File: src/rtl/turbo_frame_packer_pkg.sv
// Shared constants and types for the turbo decoder frame packer.
package turbo_pkg;

   // 4-bit LLR range is symmetric because the decoder negates values.
   localparam int LLR4_MAX = 7;
   localparam int LLR4_MIN = -7;

   localparam int PLANES   = 4;
   localparam int WORD_W   = 21;
   localparam int SYS_MSB  = 20;
   localparam int PAR1_MSB = 13;
   localparam int PAR2_MSB = 6;

   typedef enum logic [1:0] {
      O_IDLE,
      O_EMIT,
      O_HOLD,
      O_WAIT
   } ostate_t;

endpackage

File: src/rtl/turbo_frame_packer_if.sv
// Input triple handshake and decoder-side bus of the frame packer.
interface turbo_frame_packer_if
   import turbo_pkg::*;
#(
   parameter int IN_W = 6
) ();

   logic                   in_valid_i;
   logic                   in_ready_o;
   logic signed [IN_W-1:0] sys_i;
   logic signed [IN_W-1:0] par1_i;
   logic signed [IN_W-1:0] par2_i;
   logic [WORD_W-1:0]      data_o;
   logic                   start_o;
   logic                   dec_done_i;

   modport slave (
      input  in_valid_i, sys_i, par1_i, par2_i, dec_done_i,
      output in_ready_o, data_o, start_o
   );

   modport master (
      output in_valid_i, sys_i, par1_i, par2_i, dec_done_i,
      input  in_ready_o, data_o, start_o
   );

endinterface

File: src/rtl/turbo_frame_packer_quant.sv
// llr_quant_sat: arithmetic shift then symmetric clamp to a 4-bit LLR.
module llr_quant_sat
   import turbo_pkg::*;
#(
   parameter int IN_W   = 6,
   parameter int QSHIFT = 1
) (
   input  logic signed [IN_W-1:0] sample,
   output logic        [3:0]      q,
   output logic                   sat
);

   localparam logic signed [IN_W-1:0] QMAX = IN_W'(LLR4_MAX);
   localparam logic signed [IN_W-1:0] QMIN = IN_W'(LLR4_MIN);

   logic signed [IN_W-1:0] shifted;

   // Shift down, then clamp into [-7, 7] and flag any clamp.
   always_comb begin
      shifted = sample >>> QSHIFT;
      sat     = 1'b0;
      q       = shifted[3:0];
      if (shifted > QMAX) begin
         q   = 4'(LLR4_MAX);
         sat = 1'b1;
      end else if (shifted < QMIN) begin
         q   = 4'(LLR4_MIN);
         sat = 1'b1;
      end
   end

endmodule

File: src/rtl/turbo_frame_packer.sv
// turbo_frame_packer: quantizes symbol triples into a ping-pong bank pair and
// emits each full frame as four bit-plane words to the turbo decoder.
// Optional build macro TURBO_PACKER_TAIL_GEN_EN: only INFO_SYM triples are
// taken per frame and the tail symbols are written as zero by hardware.
module turbo_frame_packer
   import turbo_pkg::*;
#(
   parameter int IN_W      = 6,
   parameter int QSHIFT    = 1,
   parameter int FRAME_SYM = 7,
   parameter int INFO_SYM  = 5
) (
   input  logic                 clk_p_i,
   input  logic                 reset_n_i,
   turbo_frame_packer_if.slave  bus,
   output logic                 sat_o,
   output logic                 busy_o
);

`ifdef TURBO_PACKER_TAIL_GEN_EN
   localparam bit TAIL_GEN = 1'b1;
`else
   localparam bit TAIL_GEN = 1'b0;
`endif
   localparam int SIDX_W   = (FRAME_SYM > 1) ? $clog2(FRAME_SYM) : 1;
   localparam int LAST_IDX = TAIL_GEN ? INFO_SYM - 1 : FRAME_SYM - 1;

   logic [3:0]        sys_mem  [2][FRAME_SYM];
   logic [3:0]        par1_mem [2][FRAME_SYM];
   logic [3:0]        par2_mem [2][FRAME_SYM];
   logic [1:0]        bank_full, full_d;
   logic              wr_bank, rd_bank;
   logic [SIDX_W-1:0] sidx;
   ostate_t           state, state_d;
   logic [1:0]        plane, plane_d, sel_plane;
   logic [WORD_W-1:0] word, data_d;
   logic              start_d, done_q, release_bank;
   logic              accept, last_sym;
   logic [3:0]        q_sys, q_par1, q_par2;
   logic              s_sys, s_par1, s_par2;

   llr_quant_sat #(.IN_W(IN_W), .QSHIFT(QSHIFT)) u_q_sys  (.sample(bus.sys_i),  .q(q_sys),  .sat(s_sys));
   llr_quant_sat #(.IN_W(IN_W), .QSHIFT(QSHIFT)) u_q_par1 (.sample(bus.par1_i), .q(q_par1), .sat(s_par1));
   llr_quant_sat #(.IN_W(IN_W), .QSHIFT(QSHIFT)) u_q_par2 (.sample(bus.par2_i), .q(q_par2), .sat(s_par2));

   assign bus.in_ready_o = !bank_full[wr_bank];
   assign accept         = bus.in_valid_i && bus.in_ready_o;
   assign last_sym       = (sidx == SIDX_W'(LAST_IDX));
   assign busy_o         = (bank_full != '0) || (state != O_IDLE);
   // Registered outputs are loaded with the word for the plane about to be shown.
   assign sel_plane      = (state == O_EMIT) ? plane + 2'd1 : 2'd0;

   // Write side: store quantized triples, close the frame on its last symbol.
   always_ff @(posedge clk_p_i or negedge reset_n_i) begin
      if (!reset_n_i) begin
         for (int unsigned b = 0; b < 2; b++) begin
            for (int unsigned j = 0; j < FRAME_SYM; j++) begin
               sys_mem[b][j]  <= '0;
               par1_mem[b][j] <= '0;
               par2_mem[b][j] <= '0;
            end
         end
         sidx    <= '0;
         wr_bank <= 1'b0;
         sat_o   <= 1'b0;
      end else if (accept) begin
         sys_mem[wr_bank][sidx]  <= q_sys;
         par1_mem[wr_bank][sidx] <= q_par1;
         par2_mem[wr_bank][sidx] <= q_par2;
         sat_o <= sat_o | s_sys | s_par1 | s_par2;
         if (last_sym) begin
            sidx    <= '0;
            wr_bank <= ~wr_bank;
            if (TAIL_GEN) begin
               for (int unsigned j = INFO_SYM; j < FRAME_SYM; j++) begin
                  sys_mem[wr_bank][j]  <= '0;
                  par1_mem[wr_bank][j] <= '0;
                  par2_mem[wr_bank][j] <= '0;
               end
            end
         end else begin
            sidx <= sidx + 1'b1;
         end
      end
   end

   // Bit-plane word of the read bank for the selected plane.
   always_comb begin
      word = '0;
      for (int unsigned i = 0; i < FRAME_SYM; i++) begin
         word[SYS_MSB - i]  = sys_mem[rd_bank][i][sel_plane];
         word[PAR1_MSB - i] = par1_mem[rd_bank][i][sel_plane];
         word[PAR2_MSB - i] = par2_mem[rd_bank][i][sel_plane];
      end
   end

   // Output FSM next state, next registered outputs and bank flag updates.
   always_comb begin
      state_d      = state;
      plane_d      = plane;
      data_d       = '0;
      start_d      = 1'b0;
      release_bank = 1'b0;
      full_d       = bank_full;
      case (state)
         O_IDLE: begin
            if (bank_full[rd_bank]) begin
               state_d = O_EMIT;
               plane_d = 2'd0;
               data_d  = word;
               start_d = 1'b1;
            end
         end
         O_EMIT: begin
            start_d = 1'b1;
            if (plane == 2'(PLANES - 1)) begin
               state_d = O_HOLD;
            end else begin
               plane_d = plane + 2'd1;
               data_d  = word;
            end
         end
         O_HOLD: state_d = O_WAIT;
         O_WAIT: begin
            if (bus.dec_done_i && !done_q) begin
               release_bank = 1'b1;
               state_d      = O_IDLE;
            end
         end
         default: state_d = O_IDLE;
      endcase
      // Release and fill always target different banks, so both may apply.
      if (release_bank) full_d[rd_bank] = 1'b0;
      if (accept && last_sym) full_d[wr_bank] = 1'b1;
   end

   // Read side state, registered outputs and bank flags.
   always_ff @(posedge clk_p_i or negedge reset_n_i) begin
      if (!reset_n_i) begin
         state       <= O_IDLE;
         plane       <= 2'd0;
         bus.data_o  <= '0;
         bus.start_o <= 1'b0;
         rd_bank     <= 1'b0;
         bank_full   <= '0;
         done_q      <= 1'b0;
      end else begin
         state       <= state_d;
         plane       <= plane_d;
         bus.data_o  <= data_d;
         bus.start_o <= start_d;
         bank_full   <= full_d;
         done_q      <= bus.dec_done_i;
         if (release_bank) rd_bank <= ~rd_bank;
      end
   end

endmodule
File: src/flat_wrapper.sv
// flat-port wrapper written by rule: the top's interface ports become plain ports
module turbo_frame_packer_flat import turbo_pkg::*;
#(
   parameter int IN_W      = 6,
   parameter int QSHIFT    = 1,
   parameter int FRAME_SYM = 7,
   parameter int INFO_SYM  = 5
)
  (clk_p_i, reset_n_i, sat_o, busy_o, bus_in_valid_i, bus_sys_i, bus_par1_i, bus_par2_i, bus_dec_done_i, bus_in_ready_o, bus_data_o, bus_start_o);
  turbo_frame_packer_if #(.IN_W(IN_W)) bus_i ();
  input  logic clk_p_i;
  input  logic reset_n_i;
  output logic sat_o;
  output logic busy_o;
  input wire logic [$bits(bus_i.in_valid_i)-1:0] bus_in_valid_i;
  input wire logic [$bits(bus_i.sys_i)-1:0] bus_sys_i;
  input wire logic [$bits(bus_i.par1_i)-1:0] bus_par1_i;
  input wire logic [$bits(bus_i.par2_i)-1:0] bus_par2_i;
  input wire logic [$bits(bus_i.dec_done_i)-1:0] bus_dec_done_i;
  output wire logic [$bits(bus_i.in_ready_o)-1:0] bus_in_ready_o;
  output wire logic [$bits(bus_i.data_o)-1:0] bus_data_o;
  output wire logic [$bits(bus_i.start_o)-1:0] bus_start_o;
  assign bus_i.in_valid_i = bus_in_valid_i;
  assign bus_i.sys_i = bus_sys_i;
  assign bus_i.par1_i = bus_par1_i;
  assign bus_i.par2_i = bus_par2_i;
  assign bus_i.dec_done_i = bus_dec_done_i;
  assign bus_in_ready_o = bus_i.in_ready_o;
  assign bus_data_o = bus_i.data_o;
  assign bus_start_o = bus_i.start_o;
  turbo_frame_packer #(.IN_W(IN_W), .QSHIFT(QSHIFT), .FRAME_SYM(FRAME_SYM), .INFO_SYM(INFO_SYM)) u_core (.clk_p_i(clk_p_i), .reset_n_i(reset_n_i), .bus(bus_i), .sat_o(sat_o), .busy_o(busy_o));
endmodule
File: config.mk
export PLATFORM = sky130hd
export DESIGN_NAME = turbo_frame_packer_flat
export DESIGN_NICKNAME = d
export VERILOG_FILES = /design/src/rtl/turbo_frame_packer_pkg.sv /design/src/rtl/turbo_frame_packer_if.sv /design/src/rtl/turbo_frame_packer_quant.sv /design/src/rtl/turbo_frame_packer.sv /design/src/flat_wrapper.sv
export SDC_FILE = /design/constraint.sdc
export NUM_CORES = 1
export LEC_CHECK = 0
export CAP_MARGIN = 20
export CORE_ASPECT_RATIO = 1.2
export CORE_MARGIN = 3
export CORE_UTILIZATION = 45
export DETAILED_ROUTE_END_ITERATION = 10
export PLACE_DENSITY = 0.66
export SYNTH_ARGS = -nofsm -noshare
export SYNTH_HDL_FRONTEND = slang
export SYNTH_HIERARCHICAL = 1
export SYNTH_SLANG_ARGS = --single-unit
File: constraint.sdc
create_clock -name clk_p_i -period 3.9 [get_ports clk_p_i]
set_input_delay 1.17 -clock clk_p_i [delete_from_list [all_inputs] [get_ports clk_p_i]]
set_output_delay 1.17 -clock clk_p_i [all_outputs]
set_load 0.02 [all_outputs]
==> metrics.md, run 1 <==
| Metric | Value |
|---|---|
| Fin util | 53.1% |
| Syn nets | 729 |
| Hold Path End | u_core/par1_mem[28] |
| Worst Setup End Kind | output pin |
| Yosys warns | 6 |
| Die X | 138 um |
| Crit share post-route | 86.3% |
| Cell depth of the worst flop-to-flop path | 3 |
| Routed vias/inst | 5.78 |
| CP max-delay cell | clkdlybuf4s50_1 |
| Initial Util | 46.0% |
| Clock Path Buffers | 3 |
| Number of I/O pins | between 40 and 50 |
| Cells on Worst Hold Path | 1 |
| Setup CP Type | reg -> out |
| Worst skew pair latency | 0.50 ns |
| R2R Path Start | u_core/rd_bank |
| Placed cells | 981 |
| H-Tree Depth | 1 |
| IO Port Bufs | 43 |
| Hold path startpoint | u_core/par1_mem[28] |
| Area delta synth->final | 15.3% |
| Post_cts resized | 0 |
| Drt wl/cell | roughly 22 um |
| Clk slew on worst S/H paths | 0.06 ns |
| Commonest non-fill, non-tap cells in the layout | mux2_2, dfrtp_1, clkdlybuf4s50_1 |
| Avg Inst Size Synth | 13.3 um2 |
| N_diodes | 0 |
| Global Route Usage Sum | 19.8% |
| CTS Buf Count | 21 |
| Sequential area share after synthesis | 54.3% |
| Postcts setup bufs | 0 |
| GP Congestion | 0.794 |
| Total wire length | between 20,000 and 25,000 um |
| Slew of the pin with the lowest slew margin | 1.01 ns |
| Max cap viols | 0 |
| Cell variety after synth | 43 |
| Hold WC Path Type | reg -> reg |
| Share of cells above drive strength 1 | 43.1% |
| Grt met2 use | approximately a third |
| Most crowded layer after global routing | met2 |
| Setup TNS Final | 0 ns |
| CTS tree | done |
| Slew Limit Fails | 0 |
| Finished Layout Cells | between 1,000 and 1,500 |
| Min Clock Period, post-route | 3.37 ns |
| Pwr/cell area | 810 nW/um2 |
| Clock sink count | 203 |
| Layout Skew | just over 0.02 ns |
| Core area | 20,300 um2 |
| CTS hold repair buffers | 0 |
| RSZ-0062 raised after global routing | no |
| Status | finished, final reports clean |
| Largest net degree at the start of global routing | 100 |
| Nets | 766 |
| Area of the die | 22,600 um2 |
| First-pass GRT wire length | 34,700 um |
| Worst r2r dst | u_core/bus.data_o[10] |
| Post-Syn Area | 9360 um2 |
| R2r setup slk | 1.47 ns |
| Initial antenna violation count | 0 |
| Worst slew margin | around a third |
| Post-synthesis cell count | 702 |
| Total grt overflow | 0 |
| Routed vias | 5,894 |
| Maximum operating frequency | 297 MHz |
| Fin. Hold Viols | 0 |
| Worst Setup Start Kind | register |
| Arrival time worst endpoint | 2.20 ns |
| DR iter-0 viols | 384 |
| Critical Path Fanout Max | 7 |
| Dpl hpwl | 13,800 um |
| Worst vdd ir | 0.000368 V |
| Met1 Use GR | 25.7% |
| Max incr delay on CP | 0.70 ns |
| Critical path required time | 2.73 ns |
| Most common cell after layout, fill and taps aside | mux2_2 |
| CTS Root Cell | clkbuf_16 |
| Antenna viol nets, final | 0 |
| Yosys reg bits | 203 |
| GR Util met3 | between 2 and 3% |
| Endpoints failing setup | 0 |
| Die Span Y | 164 um |
| Leak | about 4.6 nW |
| Start point of the critical path | u_core/wr_bank |
| Crit-path cells | mux2i_1, clkdlybuf4s50_1 |
| DRC | 0 |
| Router iterations before antenna repair | 4 |
| Vias in the first global route | 6,310 |
| Num rows | 57 |
-- through the flow --
| stage | cell area, um2 | setup WS (ns) | total power, mW | hold WS [ns] |
|---|---|---|---|---|
| 4_1_cts | 10800 | 0.513 | 8.80 | 0.502 |
| 3_5_place_dp | 10100 | 0.657 | 6.78 | 0.487 |
| 2_1_floorplan | 9360 | 1.49 | 5.79 | 0.474 |
| 6_report | 10800 | 0.533 | 8.74 | 0.503 |
| 5_1_grt | 10800 | 0.430 | 9.21 | 0.508 |
| 3_3_place_gp | 10100 | 0.718 | 6.57 | 0.481 |
-- cell usage after synthesis (all sizes together) --
| cell | number | share of area (%) |
|---|---|---|
| inv | 5 | 0.20 |
| and3b | 1 | 0.094 |
| o211ai | 3 | 0.24 |
| nand2 | 41 | 1.6 |
| mux2 | 257 | 31 |
| nor3 | 2 | 0.11 |
| and2b | 1 | 0.080 |
| mux2i | 3 | 0.32 |
| a22oi | 21 | 1.7 |
| ha | 5 | 0.67 |
| nand2b | 4 | 0.29 |
| and2 | 3 | 0.20 |
| clkbuf | 29 | 1.2 |
| o21ai | 31 | 1.7 |
| and4bb | 1 | 0.13 |
| a31oi | 21 | 1.4 |
| a2111oi | 1 | 0.094 |
| o2bb2ai | 1 | 0.094 |
| nor4b | 1 | 0.25 |
| nor4 | 1 | 0.13 |
| a221o | 1 | 0.11 |
| o311ai | 3 | 0.28 |
| dfrtp | 203 | 54 |
| or2 | 3 | 0.20 |
| nand4 | 2 | 0.13 |
| nand3 | 1 | 0.053 |
| xnor2 | 1 | 0.094 |
| nor2 | 12 | 0.48 |
| a2bb2oi | 1 | 0.094 |
| nand4b | 2 | 0.19 |
| nor2b | 4 | 0.27 |
| buf | 25 | 1.5 |
| and3 | 1 | 0.067 |
| o21bai | 1 | 0.080 |
| nand3b | 2 | 0.16 |
| a21o | 3 | 0.24 |
| nor3b | 2 | 0.21 |
| a21oi | 3 | 0.16 |
-- worst max-delay path by stage --
stage	end	slack, ns	depth (start not counted)
2_1_floorplan	u_core/par1_mem[18]	1.49	5
3_3_place_gp	u_core/sys_mem[28]	0.72	4
3_5_place_dp	u_core/sys_mem[28]	0.66	4
4_1_cts	bus_in_ready_o	0.51	2
5_1_grt	bus_in_ready_o	0.43	2
6_report	bus_in_ready_o	0.53	2
-- cells by family (layout without fill, tap and decap cells) --
group | count (synthesis) | count (layout) | synth area share (%)
compound gates | 90 | 90 | 6.14
flops | 203 | 203 | 54.3
buf+inv | 59 | 111 | 2.84
fa+ha+maj | 5 | 5 | 0.669
xor+xnor | 1 | 1 | 0.0936
mux | 260 | 260 | 31.3
simple gates | 84 | 84 | 4.71
-- worst max-delay path: cells and delay by family (launching register included) --
kind | cells | cell delay [ns]
buffers and inverters | 1 | 0.70
flip-flops | 1 | 0.52
multiplexers | 1 | 0.48
-- power by group --
| group | switching (mW) | leakage (nW) | internal, mW | total [mW] |
|---|---|---|---|---|
| Combinational | 1.43 | 1.77 | 1.70 | 3.13 |
| Sequential | 0.565 | 2.52 | 3.06 | 3.62 |
| Clock | 0.802 | 0.328 | 1.19 | 1.99 |
-- registers in the layout (all words and copies together), names as in the netlist --
signal,flops
u_core/bank_full,2
u_core/bus.data_o,21
u_core/bus.start_o,1
u_core/done_q,1
u_core/par1_mem,56
u_core/par2_mem,56
u_core/plane,2
u_core/rd_bank,1
u_core/sat_o,1
u_core/sidx,3
u_core/state,2
u_core/sys_mem,56
u_core/wr_bank,1
-- per-layer routing --
layer  wire, um  part of all wire (%)
met5          0                     0
met4        313                   1.4
met3       1100                   5.0
met2      11500                    52
met1       9150                    41
-- area by class of cell --
type	instances	area [um2]
fillers	1689	9540
flip-flops and latches	203	5080
multi-input cells	440	4030
repair buffers	68	634
clock buffers	30	589
well taps	265	332
clock inverters	8	101
inverters	5	18.8
No activity file was read; power rests on OpenSTA's default activity.
==> inputs of run 2 (changes only) <==
PLACE_DENSITY = 0.75   (was 0.66)
SYNTH_HIERARCHICAL = unset   (was 1)
==> run 2 against run 1 <==
  * Clock skew shrank 0.013 ns
  * Final cell count shrank 1.1%
  * Final area shrank 0.22%
  * Die area grew 0.89%
  * Routed wire length shrank 4.4%
  * Utilization shrank 0.30 points
  * Sequential cell count is the same
  * Power shrank 1.4%
  * Sequential power is essentially flat
  * Clock-buffer cell count is the same
  * Largest cell class unchanged
==> metrics.md, run 2 <==
| Metric | Value |
|---|---|
| Placed cells | 974 |
| Antenna viol nets, final | 0 |
| Number of I/O pins | 47 |
| Total wire length | 21,100 um |
| Area contributors post-synth | dfrtp_1, mux2_2, mux2_4, a22oi_1, nand2_1 |
| Initial Util | a little under half |
| CTS Root Cell | clkbuf_16 |
| Avg Inst Size Synth | 13.5 um2 |
| Drt wl/cell | between 20 and 25 um |
| Sequential area share after synthesis | about 54% |
| Worst slew margin | between 30% and 40% |
| Leak | 4.68 nW |
| Status | finished, final reports clean |
| Layout Skew | between 0.007 and 0.008 ns |
| Hold WS | 0.492 ns |
| Critical path required time | 2.73 ns |
| N_diodes | 0 |
| Top_reg_cell synth | dfrtp_1 |
| Clock sink count | 203 |
| Logic pwr share | a little over a third |
| Largest net degree at the start of global routing | 80 |
| Clk slew on worst S/H paths | around 0.060 ns |
| Hold WC Path Type | reg -> reg |
| Die Span Y | 165 um |
| Yosys warns | 0 |
| Postcts setup bufs | 0 |
| Total grt overflow | 0 |
| RSZ-0062 raised after global routing | no |
| GP Congestion | 0.801 |
| Slew of the pin with the lowest slew margin | a little over 1 ns |
| H-Tree Depth | 1 |
| DRC | 0 |
| Dpl hpwl | roughly 13,000 um |
| Commonest non-fill, non-tap cells in the layout | mux2_2, dfrtp_1, nand2_1, clkdlybuf4s50_1, o21ai_0 |
| # fillers | 1,676 |
| EDFF count, synth | 0 |
| Area delta synth->final | 14.0% |
| Int Power | 5.90 mW |
| Finished Layout Cells | slightly above 1,000 |
| Post-synth top cells | mux2_2, dfrtp_1, nand2_1, o21ai_0, clkbuf_1 |
| Maximum operating frequency | around 310 MHz |
| Most common cell in the synthesized netlist | mux2_2 |
| Post-synthesis cell count | 701 |
| Most common cell after layout, fill and taps aside | mux2_2 |
| Pwr/cell area | 800 nW/um2 |
| Area of the die | 22,800 um2 |
| Sw frac | 31.5% |
| Critical Path Fanout Max | 6 |
| First-pass GRT wire length | 34,800 um |
| Arrival time worst endpoint | 2.10 ns |
| Fin. Hold Viols | 0 |
| IO Port Bufs | between 40 and 50 |
| Setup CP Type | reg -> out |
| Placed Area | 10,100 um2 |
| Syn nets | 728 |
| Global Route Usage Sum | 18.9% |
| Fin util | 52.8% |
| Ys async rst share | 100% |
| Clk network pwr share | between 20% and 30% |
| Nets | 758 |
| Sequential power share | between 40% and 50% |
| Post-synth top area share | 53.8% |
| Slew Limit Fails | 0 |
| Worst Setup End Kind | output pin |
| Cell accounting for the most synthesized area | dfrtp_1 |
| Post-Syn Area | 9440 um2 |
| Initial antenna violation count | 0 |
| CTS Buf Count | 20 |
| CTS tree | done |
| Final Cell Area | 10,800 um2 |
| Router iterations before antenna repair | 4 |
| Vias in the first global route | 6,364 |
| Crit share post-route | 83.8% |
| Worst Setup Start Kind | register |
| Yosys reg bits | 203 |
| Clock Path Buffers | 3 |
| Sw Pwr | 2.71 mW |
| Num rows | 57 |
| Top Registers | u_core.par1_mem (56), u_core.par2_mem (56), u_core.sys_mem (56) |
| Routed vias | 5,739 |
| Min Clock Period, post-route | 3.27 ns |
| Routed vias/inst | 5.69 |
| CTS hold repair buffers | 0 |
| Placement Setup Slack | approximately 0.44 ns |
| Final worst slack | 0.631 ns |
| Max cap viols | 0 |
| Cell variety after synth | 47 |
| Die X | 138 um |
| Worst vdd ir | 0.000306 V |
| DR iter-0 viols | approximately 340 |
| Core area | 20,400 um2 |
| Share of cells above drive strength 1 | a little over two fifths |
| Worst skew pair latency | 0.49 ns |
| Endpoints failing setup | 0 |
| Post_cts resized | 0 |
| Tot Pwr | 8.61 mW |
| Setup TNS Final | 0 ns |
[run 2: cell types whose count changed after synthesis, sizes merged, moves of 2 or more]
cell,delta
nor4b,+3
and2,-2
and3,+3
nand4,-2
buf,+4
o21ai,-2
o311ai,-3
nor3,-2
clkbuf,-2
[run 2: cell type report]
class                   count  area [um2]  area share, %
well taps                 265         332           3.08
multi-input cells         437        4090           38.0
clock inverters             4        20.0          0.186
clock buffers              30         609           5.66
inverters                   5        18.8          0.174
flip-flops and latches    203        5080           47.2
repair buffers             64         617           5.73
[run 2: layer usage]
layer / share of wire (%) / vias to the layer above / GRT usage, %
li1: - / 2583 / -
met3: 4.7 / 31 / 2.84
met5: 0 / - / 0
met1: 42 / 2974 / 24.1
met4: 2.1 / 0 / 5.21
met2: 51 / 151 / 33.6
[run 2: power groups by stage]
stage | Combinational, mW | Sequential [mW] | Clock [mW]
finish | 3.13 | 3.64 | 1.85
global route | 3.39 | 3.75 | 1.97
CTS | 3.15 | 3.63 | 1.89
detailed placement | 3.13 | 3.66 | 0
global placement | 3.02 | 3.57 | 0
floorplan | 2.31 | 3.52 | 0
[run 2: worst max-delay path, stage by stage (launching register included)]
cell and delay, ns:
dfrtp_1 0.45, mux2i_1 0.46, clkdlybuf4s50_1 0.70
[run 2: logic make-up after synthesis]
kind of cell / count (synthesis) / share of synthesized area, %
flip-flops: 203 / 53.8
adder cells (fa/ha/maj): 5 / 0.663
XOR/XNOR: 2 / 0.186
AND/OR/NAND/NOR: 82 / 4.53
multiplexers: 261 / 31.8
AO/OA/AOI/OAI: 87 / 5.94
buffers and inverters: 61 / 3.09
[run 2: path summary, 6_finish.rpt]
| path | cells after the start | to | start | slack (ns) |
|---|---|---|---|---|
| max in group asynchronous | 2 | u_core.plane[0] | reset_n_i | 2.40 |
| min in group asynchronous | 1 | u_core.par2_mem[18] | reset_n_i | 0.70 |
| max reg2reg | 3 | u_core.bus.data_o[20] | u_core.rd_bank | 1.53 |
| max | 2 | bus_in_ready_o | u_core.wr_bank | 0.63 |
| min | 1 | u_core.par2_mem[31] | u_core.par2_mem[31] | 0.49 |
| min reg2reg | 1 | u_core.par2_mem[31] | u_core.par2_mem[31] | 0.49 |
